**src/rtl/seq_divider.sv**
```systemverilog
`default_nettype none
// ============================================================================
//  Module   : seq_divider
//  Purpose  : Sequential unsigned restoring divider, one quotient bit per
//             clock. Remainder/quotient pair shifts left each iteration, the
//             divisor is trial-subtracted and the quotient bit enters the LSB.
//  Revision : 1.0  initial release
// ============================================================================
module seq_divider #(
   parameter int WIDTH = 32
) (
   input  logic             clk,
   input  logic             rst_n,
   input  logic             start_i,
   input  logic [WIDTH-1:0] dividend_i,
   input  logic [WIDTH-1:0] divisor_i,
   output logic [WIDTH-1:0] quotient_o,
   output logic [WIDTH-1:0] remainder_o,
   output logic             busy_o,
   output logic             done_o,
   output logic             div_by_zero_o
);

   localparam int             CW        = $clog2(WIDTH + 1);
   localparam logic [CW-1:0]  LAST_ITER = CW'(WIDTH - 1);

   typedef enum logic [1:0] {
      S_IDLE = 2'd0,
      S_RUN  = 2'd1,
      S_DONE = 2'd2
   } state_t;

   state_t           state_q, state_d;
   logic [WIDTH-1:0] q_q, q_d;
   logic [WIDTH-1:0] r_q, r_d;
   logic [WIDTH-1:0] d_q, d_d;
   logic [CW-1:0]    cnt_q, cnt_d;
   logic             dbz_q, dbz_d;

   // Trial value and difference carry one extra bit so a shifted-out
   // remainder MSB still takes part in the compare.
   logic [WIDTH:0]   trial;
   logic [WIDTH:0]   diff;
   logic             fits;

   assign trial = {r_q, q_q[WIDTH-1]};
   assign diff  = trial - {1'b0, d_q};
   assign fits  = (trial >= {1'b0, d_q});

   // State register and datapath registers, cleared asynchronously.
   always_ff @(posedge clk or negedge rst_n) begin
      if (!rst_n) begin
         state_q <= S_IDLE;
         q_q     <= '0;
         r_q     <= '0;
         d_q     <= '0;
         cnt_q   <= '0;
         dbz_q   <= 1'b0;
      end else begin
         state_q <= state_d;
         q_q     <= q_d;
         r_q     <= r_d;
         d_q     <= d_d;
         cnt_q   <= cnt_d;
         dbz_q   <= dbz_d;
      end
   end

   // Next-state logic: accept starts in IDLE/DONE, iterate in RUN.
   always_comb begin
      state_d = state_q;
      q_d     = q_q;
      r_d     = r_q;
      d_d     = d_q;
      cnt_d   = cnt_q;
      dbz_d   = dbz_q;

      case (state_q)
         S_IDLE, S_DONE: begin
            if (start_i) begin
               cnt_d = '0;
               if (divisor_i != '0) begin
                  q_d     = dividend_i;
                  r_d     = '0;
                  d_d     = divisor_i;
                  dbz_d   = 1'b0;
                  state_d = S_RUN;
               end else begin
                  // Zero divisor skips the iteration entirely.
                  q_d     = '1;
                  r_d     = dividend_i;
                  d_d     = '0;
                  dbz_d   = 1'b1;
                  state_d = S_DONE;
               end
            end else if (state_q == S_DONE) begin
               state_d = S_IDLE;
            end
         end

         S_RUN: begin
            if (fits) begin
               r_d = diff[WIDTH-1:0];
               q_d = {q_q[WIDTH-2:0], 1'b1};
            end else begin
               r_d = trial[WIDTH-1:0];
               q_d = {q_q[WIDTH-2:0], 1'b0};
            end
            cnt_d = cnt_q + 1'b1;
            if (cnt_q == LAST_ITER) begin
               state_d = S_DONE;
            end
         end

         default: begin
            state_d = S_IDLE;
         end
      endcase
   end

   assign quotient_o    = q_q;
   assign remainder_o   = r_q;
   assign busy_o        = (state_q == S_RUN);
   assign done_o        = (state_q == S_DONE);
   assign div_by_zero_o = dbz_q;

endmodule
`default_nettype wire

```
**config.mk**
```make
export PLATFORM = sky130hd
export DESIGN_NAME = seq_divider
export DESIGN_NICKNAME = d
export VERILOG_FILES = /design/src/rtl/seq_divider.sv
export SDC_FILE = /design/constraint.sdc
export NUM_CORES = 1
export LEC_CHECK = 0
export ABC_AREA = 1
export CAP_MARGIN = 25
export CORE_UTILIZATION = 45
export DETAILED_ROUTE_END_ITERATION = 7
export PLACE_DENSITY = 0.77
export SETUP_SLACK_MARGIN = 0.05
export SLEW_MARGIN = 20
export SYNTH_ARGS = -nofsm -noshare
export SYNTH_HDL_FRONTEND = slang
export SYNTH_SLANG_ARGS = --single-unit
```
**constraint.sdc**
```tcl
create_clock -name clk -period 2.85 [get_ports clk]
set_clock_uncertainty 0.15 [all_clocks]
set_input_delay 0.285 -clock clk [delete_from_list [all_inputs] [get_ports clk]]
set_output_delay 0.285 -clock clk [all_outputs]
set_load 0.03 [all_outputs]
```
==> results of run 1 <==
worst paths after layout:
kind,start,end,slack [ns],depth (start not counted)
min in group clk,div_by_zero_o$_DFFE_PN0P_,div_by_zero_o$_DFFE_PN0P_,0.34,2
min reg2reg,div_by_zero_o$_DFFE_PN0P_,div_by_zero_o$_DFFE_PN0P_,0.34,2
max reg2reg,remainder_o[22]$_DFFE_PN0P_,remainder_o[30]$_DFFE_PN0P_,0.15,15
min,rst_n,quotient_o[7]$_DFFE_PN0P_,0.29,2
max in group asynchronous,rst_n,remainder_o[31]$_DFFE_PN0P_,1.51,3
max,remainder_o[22]$_DFFE_PN0P_,remainder_o[30]$_DFFE_PN0P_,0.15,15
routing by layer:
layer	vias to the layer above	wire, µm	track usage, %	share of wire [%]
met4	0	352	5.49	1.4
met1	3971	11500	41.1	46
met3	19	1980	3.84	7.8
met5	-	0	0	0
li1	4125	-	-	-
met2	280	11400	43.6	45
cell families (layout without fill, tap and decap cells):
kind of cell             Yosys count  count (layout)  synth area share, %
adder cells (fa/ha/maj)           34              34                 5.34
AND/OR/NAND/NOR                  726             726                 40.0
XOR/XNOR                          15              15                 1.62
buffers and inverters            267             395                 13.2
flip-flops                       105             105                 32.4
AO/OA/AOI/OAI                    103             103                 7.46
critical path, stage by stage, from the launching register on:
cell,delay (ns)
dfrtp_1,0.46
ha_1,0.42
nand2_1,0.19
inv_2,0.04
nand2_1,0.05
nand2_1,0.09
inv_1,0.07
nand2_1,0.07
nand2_1,0.09
nand2_2,0.09
nor2_8,0.25
nand2_8,0.20
nand2_4,0.17
nand2_1,0.06
nand2_1,0.09
a21oi_1,0.08
area by class of cell:
type	instances	area (µm²)	share of cell area (%)
tap	225	282	2.82
clock inverter	6	51.3	0.514
inverter	224	841	8.42
clock buffer	10	239	2.39
timing repair buffer	155	1520	15.2
multi-input combinational	878	4420	44.3
sequential	105	2630	26.3
state kept, by name, summed over array words and instances (netlist names):
name	cells
state_q	2
cnt_q	6
d_q	32
quotient_o	32
remainder_o	32
div_by_zero_o	1
cell usage in the layout (no fill, tap or decap), drive strengths merged:
master	n
and2	6
clkbuf	10
nand2	461
clkdlybuf4s50	132
clkinv	2
nor2	89
a31oi	7
dfrtp	105
buf	22
a32oi	1
a21oi	50
fa	1
ha	33
nand4	39
clkinvlp	2
xor2	2
xnor2	13
inv	226
nor3	8
nor4	4
a21o	2
nand3	95
o22ai	4
nand3b	24
o21ai	39
dlygate4sd3	1
metrics by stage:
stage	utilization, %	setup slack, ns	hold slack [ns]
3_5_place_dp	55.4	0.202	0.146
6_report	57.1	0.151	0.291
4_1_cts	57.1	0.189	0.311
5_1_grt	57.1	0.0549	0.340
3_3_place_gp	55.4	0.224	0.148
2_1_floorplan	-	0.500	-0.161
==> results.tsv, run 1 <==
stage	metric	value	unit
layout	layout.nets	1474	
placement	place.gp.congestion	0.977	
clock_network	cts_buffers	9	
grt	grt_pass1_wl	39.7	mm
synthesis	synth_flop_cell	dfrtp_1	
grt	overflow	0	
clock_network	postCtsResizedCells	0	
placement	place_area	9680	µm²
clock_network	worstSkewPairLatency	0.36	ns
grt	grt_usage	27.9	%
grt	antenna_found_initial	0	
die	die_w	136	µm
clock_network	post-cts-setup-buffer-count	0	
route	drc	0	
die	fp.dieArea	18600	µm²
clock_network	cts_tree	done	
synthesis	syn_inst	1250	
worst_setup_path	crit_path_start_kind	flip-flop	
sta	fin_crit	2.70	ns
clock_network	hold_buffers	1	
synthesis	synthesis.area	8110	µm²
clock_network	clockRootBuffer	clkbuf_16	
clock_network	cts_htree_levels	3	
synthesis	yosysMostFrequentCell	nand2_1	
die	io_pins	134	
sta	fmax	0.371	GHz
route	avgViaCountPerCell	5.24	
layout	fin_area	9980	µm²
route	wirelength	25.2	mm
hold_path	min_path_type	primary input to async pin	
die	initial_utilization	46.4	%
sta	tightest_slew	0.675	ns
synthesis	synth_top_area_share	32.4	%
layout	fill_cells	1672	
synthesis	synthTopCellsByCount	443 x nand2_1, 216 x inv_1, 105 x dfrtp_1, 92 x nand3_1, 74 x nor2_1	
layout	syn_to_final_growth	23.0	%
placement	numPortBuffers	133	
route	avgRoutedWirePerCell	15.8	µm
die	core_area	17500	µm²
route	vias	8395	
sta	relSlewSlack	55.0	%
synthesis	async_reset_ff_share	100	%
worst_setup_path	cp.required	2.94	ns
synthesis	synth_area_leaders	dfrtp_1 32%, nand2_1 20%, inv_1 10%	
worst_setup_path	crit_path_end_kind	flip-flop	
worst_setup_path	crit_type	flip-flop to flip-flop	
layout	diodes	0	
synthesis	synth_largest_area_cell	dfrtp_1	
synthesis	avgSynthCellArea	6.49	µm²
synthesis	synth_warnings	0	
job	cap_violations	0	
clock_network	path_clk_slew	0.07	ns
sta	setup_tns	0	ns
die	fp-row-count	48	
clock_network	clock_sinks	105	
worst_setup_path	cp_max_fo	33	
layout	layout.cells.non_filler	1603	
grt	grt_max_degree	66	
synthesis	ys_ff_latch	105	
placement	dp_hpwl	19.7	mm
placement	placed_cells	1586	
route	postRouteAntennaNets	0	
sta	maxSlewViolCount	0	
sta	rsz0062_at_grt	false	
worst_setup_path	cp.arrival	2.79	ns
clock_network	cts_buffer_depth	2	
grt	grt_pass1_vias	7680	
route	dr.first_iter.drc_count	735	
die	die_y	136	µm
route	drtPass1Iterations	6	
synthesis	syn_nets	1351	
sta	hold_viol	0	
sta	setup_viol	0	
layout	drive_gt1_share	7.69	%
synthesis	synth_edf_count	0	
synthesis	ys_types	36	
status	status	completed	
sta	finalCritPeriodShare	94.7	%
synthesis	synth-seq-area-share	32.4	%
Power of run 1 is left out: the tool's default activity adds up to more than one toggle a clock period on the data nets, which glitch-free logic cannot reach.
==> run 2: changes to the inputs <==
--- a/config.mk
+++ b/config.mk
@@ -5,12 +5,13 @@
 export SDC_FILE = /design/constraint.sdc
 export NUM_CORES = 1
 export LEC_CHECK = 0
-export ABC_AREA = 1
+export ABC_AREA = 0
 export CAP_MARGIN = 25
 export CORE_UTILIZATION = 45
 export DETAILED_ROUTE_END_ITERATION = 7
-export PLACE_DENSITY = 0.77
+export PLACE_DENSITY = 0.79
 export SETUP_SLACK_MARGIN = 0.05
+export SKIP_LAST_GASP = 1
 export SLEW_MARGIN = 20
 export SYNTH_ARGS = -nofsm -noshare
 export SYNTH_HDL_FRONTEND = slang
==> run 2 against run 1 <==
The run now ends with negative setup slack left. Sequential cell count stayed put. Critical path depth is 3 lower. Synthesized area shrank 17%. Critical path type unchanged. Largest cell class unchanged. Highest routed layer unchanged.
==> results.tsv, run 2 <==
stage	metric	value	unit
worst_setup_path	crit_path_start_kind	flip-flop	
layout	syn_to_final_growth	44.3	%
clock_network	cts_buffers	9	
sta	setup_viol	22	
synthesis	synth_simple_gate_area_share	16.3	%
layout	layout.cells.non_filler	1163	
sta	hold_viol	0	
route	wirelength	21.4	mm
clock_network	cts_buffer_depth	2	
synthesis	synthesis.area	6710	µm²
route	drc	0	
sta	fmax	0.341	GHz
power_and_ir_drop	p_sw_share	45.6	%
clock_network	path_clk_slew	0.08	ns
synthesis	synth_largest_area_cell	dfrtp_1	
die	core_area	14500	µm²
power_and_ir_drop	pwr-share-seq	19.4	%
synthesis	synth-seq-area-share	39.2	%
grt	grt_usage	28.0	%
worst_setup_path	cp.required	2.94	ns
synthesis	synth_warnings	0	
clock_network	cts_tree	done	
layout	final_core_util	66.6	%
synthesis	ys_types	52	
layout	fin_area	9690	µm²
power_and_ir_drop	internal-power	0.00771	W
synthesis	synth_xor_xnor_area_share	3.39	%
placement	place_area	8970	µm²
grt	antenna_found_initial	0	
die	die_y	124	µm
layout	final_cell_mix	131 x clkdlybuf4s50_1, 103 x nand2_1, 98 x buf_4	
synthesis	avgSynthCellArea	8.59	µm²
sta	maxSlewViolCount	0	
power_and_ir_drop	clkPwrFrac	9.0	%
route	avgViaCountPerCell	5.94	
route	vias	6914	
sta	tightest_slew	0.770	ns
status	violations	negative setup slack	
worst_setup_path	crit_type	flip-flop to flip-flop	
placement	placed_cells	1129	
power_and_ir_drop	p_leak	4.14	nW
sta	fin_crit	2.93	ns
status	status	finished with violations	
route	drtPass1Iterations	5	
power_and_ir_drop	power_frac_comb	71.6	%
worst_setup_path	cp.arrival	3.02	ns
synthesis	synthTopCellsByCount	105 x dfrtp_1, 104 x nand2_1, 80 x o21ai_0, 54 x a21oi_1, 41 x inv_1	
sta	fin_hold_ws	0.345	ns
placement	place.gp.congestion	0.919	
sta	finalCritPeriodShare	103	%
die	io_pins	134	
worst_setup_path	crit_path_end_kind	flip-flop	
grt	grt_pass1_vias	6339	
synthesis	synth_edf_count	0	
job	cap_violations	0	
die	die_w	124	µm
clock_network	cts_htree_levels	3	
route	postRouteAntennaNets	0	
grt	overflow	0	
sta	relSlewSlack	48.7	%
synthesis	synth_area_leaders	dfrtp_1 39%, ha_1 6.2%, o21ai_0 6.0%	
die	fp.dieArea	15400	µm²
power_and_ir_drop	p_sw	0.00647	W
synthesis	synthAdderAreaFrac	6.45	%
synthesis	ys_ff_latch	105	
worst_setup_path	cp_max_fo	7	
synthesis	syn_nets	882	
sta	rsz0062_at_grt	true	
clock_network	clock_sinks	105	
power_and_ir_drop	vdd_drop_max	0.611	mV
route	avgRoutedWirePerCell	18.4	µm
synthesis	syn_inst	781	
synthesis	synth.area.mux_share	3.13	%
synthesis	async_reset_ff_share	100	%
placement	dp_hpwl	15.5	mm
placement	numPortBuffers	133	
synthesis	yosysMostFrequentCell	dfrtp_1	
die	initial_utilization	46.2	%
synthesis	synth_top_area_share	39.2	%
synthesis	synth_flop_cell	dfrtp_1	
layout	diodes	0	
power_and_ir_drop	power_density	1460	nW/µm²
clock_network	worstSkewPairLatency	0.36	ns
placement	place_ws	-0.0957	ns
clock_network	clockRootBuffer	clkbuf_16	
layout	layout.nets	1075	
layout	final_common_cell	clkdlybuf4s50_1	
sta	setup_ws	-0.0815	ns
route	dr.first_iter.drc_count	783	
grt	grt_max_degree	67	
hold_path	min_path_type	flip-flop to flip-flop	
synthesis	synth_top_family_by_area	compound AO/OA/AOI/OAI gates	
synthesis	synth-compound-area-share	25.8	%
layout	drive_gt1_share	21.6	%
die	fp-row-count	44	
grt	grt_pass1_wl	32.9	mm
## run 2: changes by cell type in the layout (fill, tap and decap cells not counted), moves of 21 or more
| cell | delta |
|---|---|
| o21ai_0 | +39 |
| inv_1 | -180 |
| nand3_1 | -80 |
| nand3b_1 | -21 |
| nand4_1 | -29 |
| and3_1 | +34 |
| nand2_1 | -339 |
| nor2_1 | -48 |
| buf_4 | +78 |
| a22oi_1 | +29 |
| a211oi_1 | +21 |
## run 2: metal layers
layer | track usage, % | share of wire (%) | vias to the layer above
met4 | 9.90 | 2.2 | 0
met2 | 41.7 | 44 | 305
met3 | 3.53 | 7.6 | 33
met5 | 0 | 0 | -
met1 | 41.6 | 46 | 3356
li1 | - | - | 3220
## run 2: what timing repair did
item	CTS	global route
buffers inserted	11	6
gates cloned	0	0
endpoints found under the setup margin	25	32
endpoints found under the hold margin	55	0
pin swaps	25	18
gates resized for setup	27	28
hold buffers	1	0
## run 2: worst paths after layout
check                                           start                           to  slack, ns  depth (start not counted)
setup / recovery           remainder_o[2]$_DFFE_PN0P_  remainder_o[10]$_DFFE_PN0P_      -0.08                         12
hold / removal                   cnt_q[4]$_DFFE_PN0P_         cnt_q[4]$_DFFE_PN0P_       0.34                          1
setup reg to reg           remainder_o[2]$_DFFE_PN0P_  remainder_o[10]$_DFFE_PN0P_      -0.08                         12
hold reg to reg                  cnt_q[4]$_DFFE_PN0P_         cnt_q[4]$_DFFE_PN0P_       0.34                          1
max in group asynchronous                       rst_n  remainder_o[18]$_DFFE_PN0P_       1.39                          3
min in group asynchronous                       rst_n          d_q[12]$_DFFE_PN0P_       0.39                          2
## run 2: layout make-up
class	instances	area, µm²
flip-flops and latches	105	2650
clock buffers	11	233
inverters	41	154
repair buffers	237	2180
well taps	184	230
multi-input cells	580	4170
clock inverters	5	65.1
fillers	1159	4850
## run 2: kinds of logic after synthesis
| kind of cell | count (synthesis) |
|---|---|
| and+or+nand+nor | 232 |
| muxes | 21 |
| AOI/OAI and AO/OA | 267 |
| adders and majority gates | 34 |
| xor gates and xnor gates | 26 |
| buffers and inverters | 96 |
| DFF | 105 |
## run 2: per-stage QoR
| stage | total power, W | setup TNS [ns] |
|---|---|---|
| 4_1_cts | 0.0135 | -0.111 |
| 6_report | 0.0142 | -0.531 |
| 3_5_place_dp | 0.0117 | -0.237 |
| 2_1_floorplan | 0.00855 | 0 |
| 5_1_grt | 0.0151 | -3.22 |
| 3_3_place_gp | 0.0116 | -0.0710 |
## run 2: critical path: stages, from the launching register on
cell and delay (ns):
dfrtp_2 0.43, ha_4 0.25, a21o_1 0.19, a21oi_2 0.16, nand3_1 0.11, a32oi_1 0.23
nand3_2 0.11, or3_4 0.35, a31oi_4 0.18, buf_12 0.17, buf_12 0.13, mux2i_1 0.25
a21oi_1 0.09
## run 2: power by group through the flow
| stage | combinational, W | clock (W) | sequential [W] |
|---|---|---|---|
| after floorplan | 0.00493 | 0 | 0.00362 |
| after global placement | 0.00883 | 0 | 0.00272 |
| after detailed placement | 0.00899 | 0 | 0.00274 |
| after CTS | 0.00951 | 0.00129 | 0.00273 |
| after global routing | 0.0109 | 0.00135 | 0.00282 |
| final | 0.0101 | 0.00128 | 0.00275 |
Note: power is estimated with default switching activity, not from simulation.
